[config.mk]
export PLATFORM = sky130hd
export DESIGN_NAME = mac_lookup_arb_flat
export DESIGN_NICKNAME = d
export VERILOG_FILES = /design/src/rtl/mac_lookup_arb_if.sv /design/src/rtl/mac_lookup_arb.sv /design/src/flat_wrapper.sv
export SDC_FILE = /design/constraint.sdc
export NUM_CORES = 1
export LEC_CHECK = 0
export BUFFER_PORTS_ARGS = -buffer_cell sky130_fd_sc_hd__buf_4
export CAP_MARGIN = 20
export CORE_AREA = 2 2 196 198
export DETAILED_ROUTE_END_ITERATION = 8
export DIE_AREA = 0 0 198 200
export PLACE_DENSITY = 0.42
export SLEW_MARGIN = 20
export SYNTH_ARGS = -nofsm -noshare
export SYNTH_HDL_FRONTEND = slang
export SYNTH_SLANG_ARGS = --single-unit
export TNS_END_PERCENT = 20
[constraint.sdc]
create_clock -name iclk -period 2.9 [get_ports iclk]
set_input_delay 0.145 -clock iclk [delete_from_list [all_inputs] [get_ports iclk]]
set_output_delay 0.145 -clock iclk [all_outputs]
set_load 0.01 [all_outputs]
[src/rtl/mac_lookup_arb_if.sv]
// Bundle between the ingress-port requesters, mac_lookup_arb and mac_mem.
//   Requester side: ireq, isa, ida (to arbiter); oack, odst_mask, otimeout (from arbiter).
//   mac_mem side:   omem_req, omem_pnum, omem_sa, omem_da (from arbiter);
//                   imem_pnum, imem_ready (to arbiter).
// Modports: slave  = arbiter view, master = environment view (requesters + mac_mem).
interface mac_lookup_arb_if #(
  parameter int unsigned pNUM_PORTS = 4,
  parameter int unsigned pMAC_WIDTH = 48
);
  localparam int unsigned pPNUM_W = $clog2(pNUM_PORTS);

  logic [pNUM_PORTS-1:0]            ireq;
  logic [pNUM_PORTS*pMAC_WIDTH-1:0] isa;
  logic [pNUM_PORTS*pMAC_WIDTH-1:0] ida;
  logic [pNUM_PORTS-1:0]            oack;
  logic [pNUM_PORTS-1:0]            odst_mask;
  logic                             otimeout;
  logic                             omem_req;
  logic [pPNUM_W-1:0]               omem_pnum;
  logic [pMAC_WIDTH-1:0]            omem_sa;
  logic [pMAC_WIDTH-1:0]            omem_da;
  logic [pNUM_PORTS-1:0]            imem_pnum;
  logic                             imem_ready;

  modport slave (
    input  ireq, isa, ida, imem_pnum, imem_ready,
    output oack, odst_mask, otimeout, omem_req, omem_pnum, omem_sa, omem_da
  );

  modport master (
    output ireq, isa, ida, imem_pnum, imem_ready,
    input  oack, odst_mask, otimeout, omem_req, omem_pnum, omem_sa, omem_da
  );
endinterface

[src/rtl/mac_lookup_arb.sv]
// Round-robin arbiter sharing one mac_mem lookup port among pNUM_PORTS requesters.
// One lookup in flight at a time; a lookup that gets no imem_ready within the
// timeout window is answered with a flood mask and otimeout.
// Ports: iclk, irst (sync, active-high), bus (mac_lookup_arb_if.slave).
// Optional: define MAC_LOOKUP_ARB_STATS_EN to add saturating counters
//   olookup_cnt / otimeout_cnt (16 bit).
module mac_lookup_arb #(
  parameter int unsigned pNUM_PORTS = 4,
  parameter int unsigned pMAC_WIDTH = 48,
  parameter int unsigned pTIMEOUT   = 16
) (
  input  logic        iclk,
  input  logic        irst,
`ifdef MAC_LOOKUP_ARB_STATS_EN
  output logic [15:0] olookup_cnt,
  output logic [15:0] otimeout_cnt,
`endif
  mac_lookup_arb_if.slave bus
);
  localparam int unsigned pPNUM_W = $clog2(pNUM_PORTS);
  localparam int unsigned CNT_W   = $clog2(pTIMEOUT);

  typedef enum logic [1:0] {IDLE, ISSUE, WAIT, RESP} state_t;

  state_t                   state_q, state_d;
  logic [pPNUM_W-1:0]       ptr_q, ptr_d;
  logic [CNT_W-1:0]         cnt_q, cnt_d;
  logic [pPNUM_W-1:0]       grant_d;
  logic [pMAC_WIDTH-1:0]    sa_d, da_d;
  logic                     req_d, tout_d;
  logic [pNUM_PORTS-1:0]    ack_d, dst_d, gbit;
  logic [pPNUM_W-1:0]       sel;
  logic                     found;
  int unsigned              idx;

  // First requesting port at or after the RR pointer, wrapping.
  always_comb begin
    sel   = ptr_q;
    found = 1'b0;
    idx   = 0;
    for (int unsigned i = 0; i < pNUM_PORTS; i++) begin
      idx = 32'(ptr_q) + i;
      if (idx >= pNUM_PORTS) idx = idx - pNUM_PORTS;
      if (!found && bus.ireq[pPNUM_W'(idx)]) begin
        found = 1'b1;
        sel   = pPNUM_W'(idx);
      end
    end
  end

  // Next state and next values of all registered outputs.
  always_comb begin
    state_d = state_q;
    ptr_d   = ptr_q;
    cnt_d   = cnt_q;
    grant_d = bus.omem_pnum;
    sa_d    = bus.omem_sa;
    da_d    = bus.omem_da;
    req_d   = 1'b0;
    ack_d   = '0;
    dst_d   = '0;
    tout_d  = 1'b0;
    gbit    = pNUM_PORTS'(1) << bus.omem_pnum;
    unique case (state_q)
      IDLE: begin
        if (found) begin
          grant_d = sel;
          sa_d    = bus.isa[sel*pMAC_WIDTH +: pMAC_WIDTH];
          da_d    = bus.ida[sel*pMAC_WIDTH +: pMAC_WIDTH];
          req_d   = 1'b1;
          state_d = ISSUE;
        end
      end
      ISSUE: begin
        cnt_d   = '0;
        state_d = WAIT;
      end
      WAIT: begin
        // Ready wins over the timeout boundary; unknown DA floods; never hairpin.
        if (bus.imem_ready) begin
          ack_d   = gbit;
          dst_d   = ((bus.imem_pnum == '0) ? '1 : bus.imem_pnum) & ~gbit;
          state_d = RESP;
        end else if (cnt_q == CNT_W'(pTIMEOUT - 2)) begin
          ack_d   = gbit;
          dst_d   = ~gbit;
          tout_d  = 1'b1;
          state_d = RESP;
        end else begin
          cnt_d = cnt_q + CNT_W'(1);
        end
      end
      RESP: begin
        ptr_d   = (bus.omem_pnum == pPNUM_W'(pNUM_PORTS - 1)) ? '0
                                                              : bus.omem_pnum + pPNUM_W'(1);
        state_d = IDLE;
      end
      default: state_d = IDLE;
    endcase
  end

  // State and output registers.
  always_ff @(posedge iclk) begin
    if (irst) begin
      state_q       <= IDLE;
      ptr_q         <= '0;
      cnt_q         <= '0;
      bus.omem_req  <= 1'b0;
      bus.omem_pnum <= '0;
      bus.omem_sa   <= '0;
      bus.omem_da   <= '0;
      bus.oack      <= '0;
      bus.odst_mask <= '0;
      bus.otimeout  <= 1'b0;
    end else begin
      state_q       <= state_d;
      ptr_q         <= ptr_d;
      cnt_q         <= cnt_d;
      bus.omem_req  <= req_d;
      bus.omem_pnum <= grant_d;
      bus.omem_sa   <= sa_d;
      bus.omem_da   <= da_d;
      bus.oack      <= ack_d;
      bus.odst_mask <= dst_d;
      bus.otimeout  <= tout_d;
    end
  end

`ifdef MAC_LOOKUP_ARB_STATS_EN
  // Saturating lookup / timeout counters, bumped once per response.
  always_ff @(posedge iclk) begin
    if (irst) begin
      olookup_cnt  <= '0;
      otimeout_cnt <= '0;
    end else if (state_q == RESP) begin
      if (olookup_cnt != 16'hFFFF) olookup_cnt <= olookup_cnt + 16'd1;
      if (bus.otimeout && (otimeout_cnt != 16'hFFFF)) otimeout_cnt <= otimeout_cnt + 16'd1;
    end
  end
`endif
endmodule

[src/flat_wrapper.sv]
// flat-port wrapper written by rule: the top's interface ports become plain ports
module mac_lookup_arb_flat 
#(
  parameter int unsigned pNUM_PORTS = 4,
  parameter int unsigned pMAC_WIDTH = 48,
  parameter int unsigned pTIMEOUT   = 16
)
  (iclk, irst, bus_ireq, bus_isa, bus_ida, bus_imem_pnum, bus_imem_ready, bus_oack, bus_odst_mask, bus_otimeout, bus_omem_req, bus_omem_pnum, bus_omem_sa, bus_omem_da);
  mac_lookup_arb_if #(.pNUM_PORTS(pNUM_PORTS), .pMAC_WIDTH(pMAC_WIDTH)) bus_i ();
  input  logic iclk;
  input  logic irst;
  input wire logic [$bits(bus_i.ireq)-1:0] bus_ireq;
  input wire logic [$bits(bus_i.isa)-1:0] bus_isa;
  input wire logic [$bits(bus_i.ida)-1:0] bus_ida;
  input wire logic [$bits(bus_i.imem_pnum)-1:0] bus_imem_pnum;
  input wire logic [$bits(bus_i.imem_ready)-1:0] bus_imem_ready;
  output wire logic [$bits(bus_i.oack)-1:0] bus_oack;
  output wire logic [$bits(bus_i.odst_mask)-1:0] bus_odst_mask;
  output wire logic [$bits(bus_i.otimeout)-1:0] bus_otimeout;
  output wire logic [$bits(bus_i.omem_req)-1:0] bus_omem_req;
  output wire logic [$bits(bus_i.omem_pnum)-1:0] bus_omem_pnum;
  output wire logic [$bits(bus_i.omem_sa)-1:0] bus_omem_sa;
  output wire logic [$bits(bus_i.omem_da)-1:0] bus_omem_da;
  assign bus_i.ireq = bus_ireq;
  assign bus_i.isa = bus_isa;
  assign bus_i.ida = bus_ida;
  assign bus_i.imem_pnum = bus_imem_pnum;
  assign bus_i.imem_ready = bus_imem_ready;
  assign bus_oack = bus_i.oack;
  assign bus_odst_mask = bus_i.odst_mask;
  assign bus_otimeout = bus_i.otimeout;
  assign bus_omem_req = bus_i.omem_req;
  assign bus_omem_pnum = bus_i.omem_pnum;
  assign bus_omem_sa = bus_i.omem_sa;
  assign bus_omem_da = bus_i.omem_da;
  mac_lookup_arb #(.pNUM_PORTS(pNUM_PORTS), .pMAC_WIDTH(pMAC_WIDTH), .pTIMEOUT(pTIMEOUT)) u_core (.iclk(iclk), .irst(irst), .bus(bus_i));
endmodule
==> reports/results.ini <==
[setup_path]
path_delay_family = buffers and inverters
startpoint_type = flop
worst-r2r-cell-count = 7
crit_cells = 7
crit_arrival_ns = 3.01
worstPathRequired_ns = 3.23
crit_chain = nor2b_1 > o21a_1 > nor3_2 > buf_12 > mux2i_1 > o221ai_1 > dlygate4sd3_1
crit_fanout = 51
crit_path_max_incr_delay_ns = 0.58
slowest_stage = dlygate4sd3_1
end_kind = flop
critical_path_class = flop to flop
cp_num_buf_inv = 2

[flow_run]
cap_violations = 0

[clocking]
clk_latency_ns = 0.45
clk_transition_reported_paths_ns = 0.06
cts_tree = built
ctsLongestPathBuffers = 2
htree_levels = 4
ctsRootBufferMaster = clkbuf_16
cts_buffers = 17
clkSinkCount = 116

[yosys]
yosys_register_bits = 116
synth_edf_count = 0
synthCells = 653
synth_cell_types = 31
synth_flop_cell = dfxtp_1
ys_seq_area_share_pct = 37.7
async_flop_share_pct = 0
synth.area.top_cells = dfxtp_1, mux2i_1, a32oi_1
synth.largest_area_cell = dfxtp_1
yosysWarnings = 0
syn-num-nets = 1058
yosysTopAreaCellShare_pct = 37.7
synth_area_sq_um = 6160
syn_avg_cell_area_sq_um = 9.44

[cells_and_area]
finalNetCount = 1723
diodes = 0
final_cell_mix = buf_4, dlygate4sd3_1, dfxtp_1, inv_1, mux2i_1
areaGrowthSynthToFinish_pct = 113
drive_gt1_share_pct = 41.6
layout_commonest_cell = buf_4

[power]
p_comb_share_pct = 45.2
leakage_nw = 6.24
pwr-share-seq_pct = 28.2
power.switching_mw = 2.95
powerDensity_nw_per_um2 = 664
ir_drop_v = 0.000405
switching_share_pct = 33.9
p_int_mw = 5.75
p_clk_share_pct = 26.6
total_power_mw = 8.70

[floorplanning]
core_area_sq_um = 37400
die_h_microns = 200
dieWidth_microns = 198
io_pins = 503
placementRows = 71
start_util_pct = 16.5
dieArea_sq_um = 39600

[routing]
drt_wl_total_mm = 34.4
final_antenna_net_count = 0
routedWlPerCell_microns = 18.7
num_vias = 8154
firstDrtPassIters = 5
drt-initial-drc-count = 270
drc = 0
vias_per_cell = 4.43

[sta]
hold_viol = 0
maxSlewViolCount = 0
timing.fmax_mhz = 373
slew-limit-headroom_pct = 55.7
worst_slack_ns = 0.220
period_share_pct = 92.4
fin_tns_setup_ns = 0
worstMarginPinSlew_ns = 0.665
finalSetupViolCount = 0
fin_skew_ns = 0.00936
rsz0062_at_grt = no
fin_crit_ns = 2.68

[global_route]
track_usage_pct = 16.6
grt_max_degree = 98
grt_pass1_wl_mm = 49.6
antenna_found_initial = 1
overflow = 0
grt_pass1_vias = 8607

[status]
status = complete, no violations

[min_path]
holdPathStages = 3
worst_hold_path_type = input pin to flop

[placed_design]
dp_hpwl_mm = 24.1
dp_slack_ns = 0.736
finalWeightedCongestion = 0.797
port-buffer-count = 502

[registers in the layout (all words and copies together) (netlist names)]
register,flops
u_core.bus.oack,4
u_core.bus.odst_mask,4
u_core.bus.omem_da,48
u_core.bus.omem_pnum,2
u_core.bus.omem_req,1
u_core.bus.omem_sa,48
u_core.bus.otimeout,1
u_core.cnt_q,4
u_core.ptr_q,2
u_core.state_q,2
[worst paths after layout]
kind | startpoint | to | slack (ns)
setup reg to reg | u_core.ptr_q[0]$_SDFFE_PP0N_ | u_core.bus.omem_sa[30]$_SDFFE_PP0P_ | 0.22
hold reg to reg | u_core.cnt_q[3]$_SDFFE_PP0P_ | u_core.bus.otimeout$_SDFF_PP0_ | 0.49
setup / recovery | u_core.ptr_q[0]$_SDFFE_PP0N_ | u_core.bus.omem_sa[30]$_SDFFE_PP0P_ | 0.22
hold / removal | bus_imem_pnum[0] | u_core.bus.odst_mask[0]$_SDFF_PP0_ | 0.03
[metrics by stage]
step | utilization, % | instance area [sq um] | cells | hold WS, ns
3_3_place_gp | 28.1 | 10500 | 1614 | 0.351
2_1_floorplan | - | 6160 | 653 | 0.223
5_1_grt | 35.1 | 13100 | 1842 | 0.0449
3_5_place_dp | 28.1 | 10500 | 1614 | 0.356
6_report | 35.1 | 13100 | 1842 | 0.0334
4_1_cts | 35.0 | 13100 | 1842 | 0.0148
[metal layers]
layer | wire (microns) | track usage [%]
met1 | 13400 | 18.3
met2 | 17500 | 30.2
met3 | 2760 | 5.26
met4 | 690 | 5.60
met5 | 13 | 0
[layout make-up]
class / instances / area, sq um
fillers: 3882 / 24300
multi-input cells: 370 / 3230
repair buffers: 710 / 5910
clock buffers: 19 / 433
inverters: 103 / 387
flip-flops and latches: 116 / 2320
clock inverters: 13 / 184
well taps: 511 / 639
[cells in the mapped netlist (4+ instances only)]
library cell and instances:
o221ai_1 96, a32oi_1 96, o21ai_0 4, ha_1 10, nor2_1 19, and2_1 5, buf_2 17, nor3_1 6
inv_1 103, dfxtp_1 116, clkbuf_1 45, nor2b_1 6, mux2i_1 99
[worst reg2reg max path, stage by stage (launching register included)]
cell	delay, ns
dfxtp_1	0.39
nor2b_1	0.08
o21a_1	0.23
nor3_2	0.39
buf_12	0.38
mux2i_1	0.39
o221ai_1	0.12
dlygate4sd3_1	0.58
[logic make-up (layout without fill, tap and decap cells)]
| logic type | Yosys count | count (layout) | share of synthesized area (%) |
|---|---|---|---|
| buffers and inverters | 167 | 845 | 10.5 |
| AO/OA/AOI/OAI | 209 | 209 | 29.2 |
| multiplexers | 100 | 100 | 16.3 |
| adder cells (fa/ha/maj) | 10 | 10 | 2.03 |
| AND/OR/NAND/NOR | 49 | 49 | 4.06 |
| XOR/XNOR | 2 | 2 | 0.284 |
| flip-flops | 116 | 116 | 37.7 |
[power groups by stage]
stage	combinational, mW	clock [mW]	sequential (mW)
finish	3.93	2.32	2.45
global route	4.21	2.45	2.51
CTS	3.93	2.39	2.45
detailed placement	3.20	0	2.47
global placement	3.21	0	2.48
floorplan	1.19	0	2.67
[timing repair]
| action | CTS | global route |
|---|---|---|
| resized for setup | 0 | 1 |
| setup endpoints to repair | 0 | 2 |
| hold endpoints to repair | 109 | 0 |
| setup buffers | 0 | 0 |
| hold buffers | 196 | 0 |
Power figures use the tool's default switching activity.
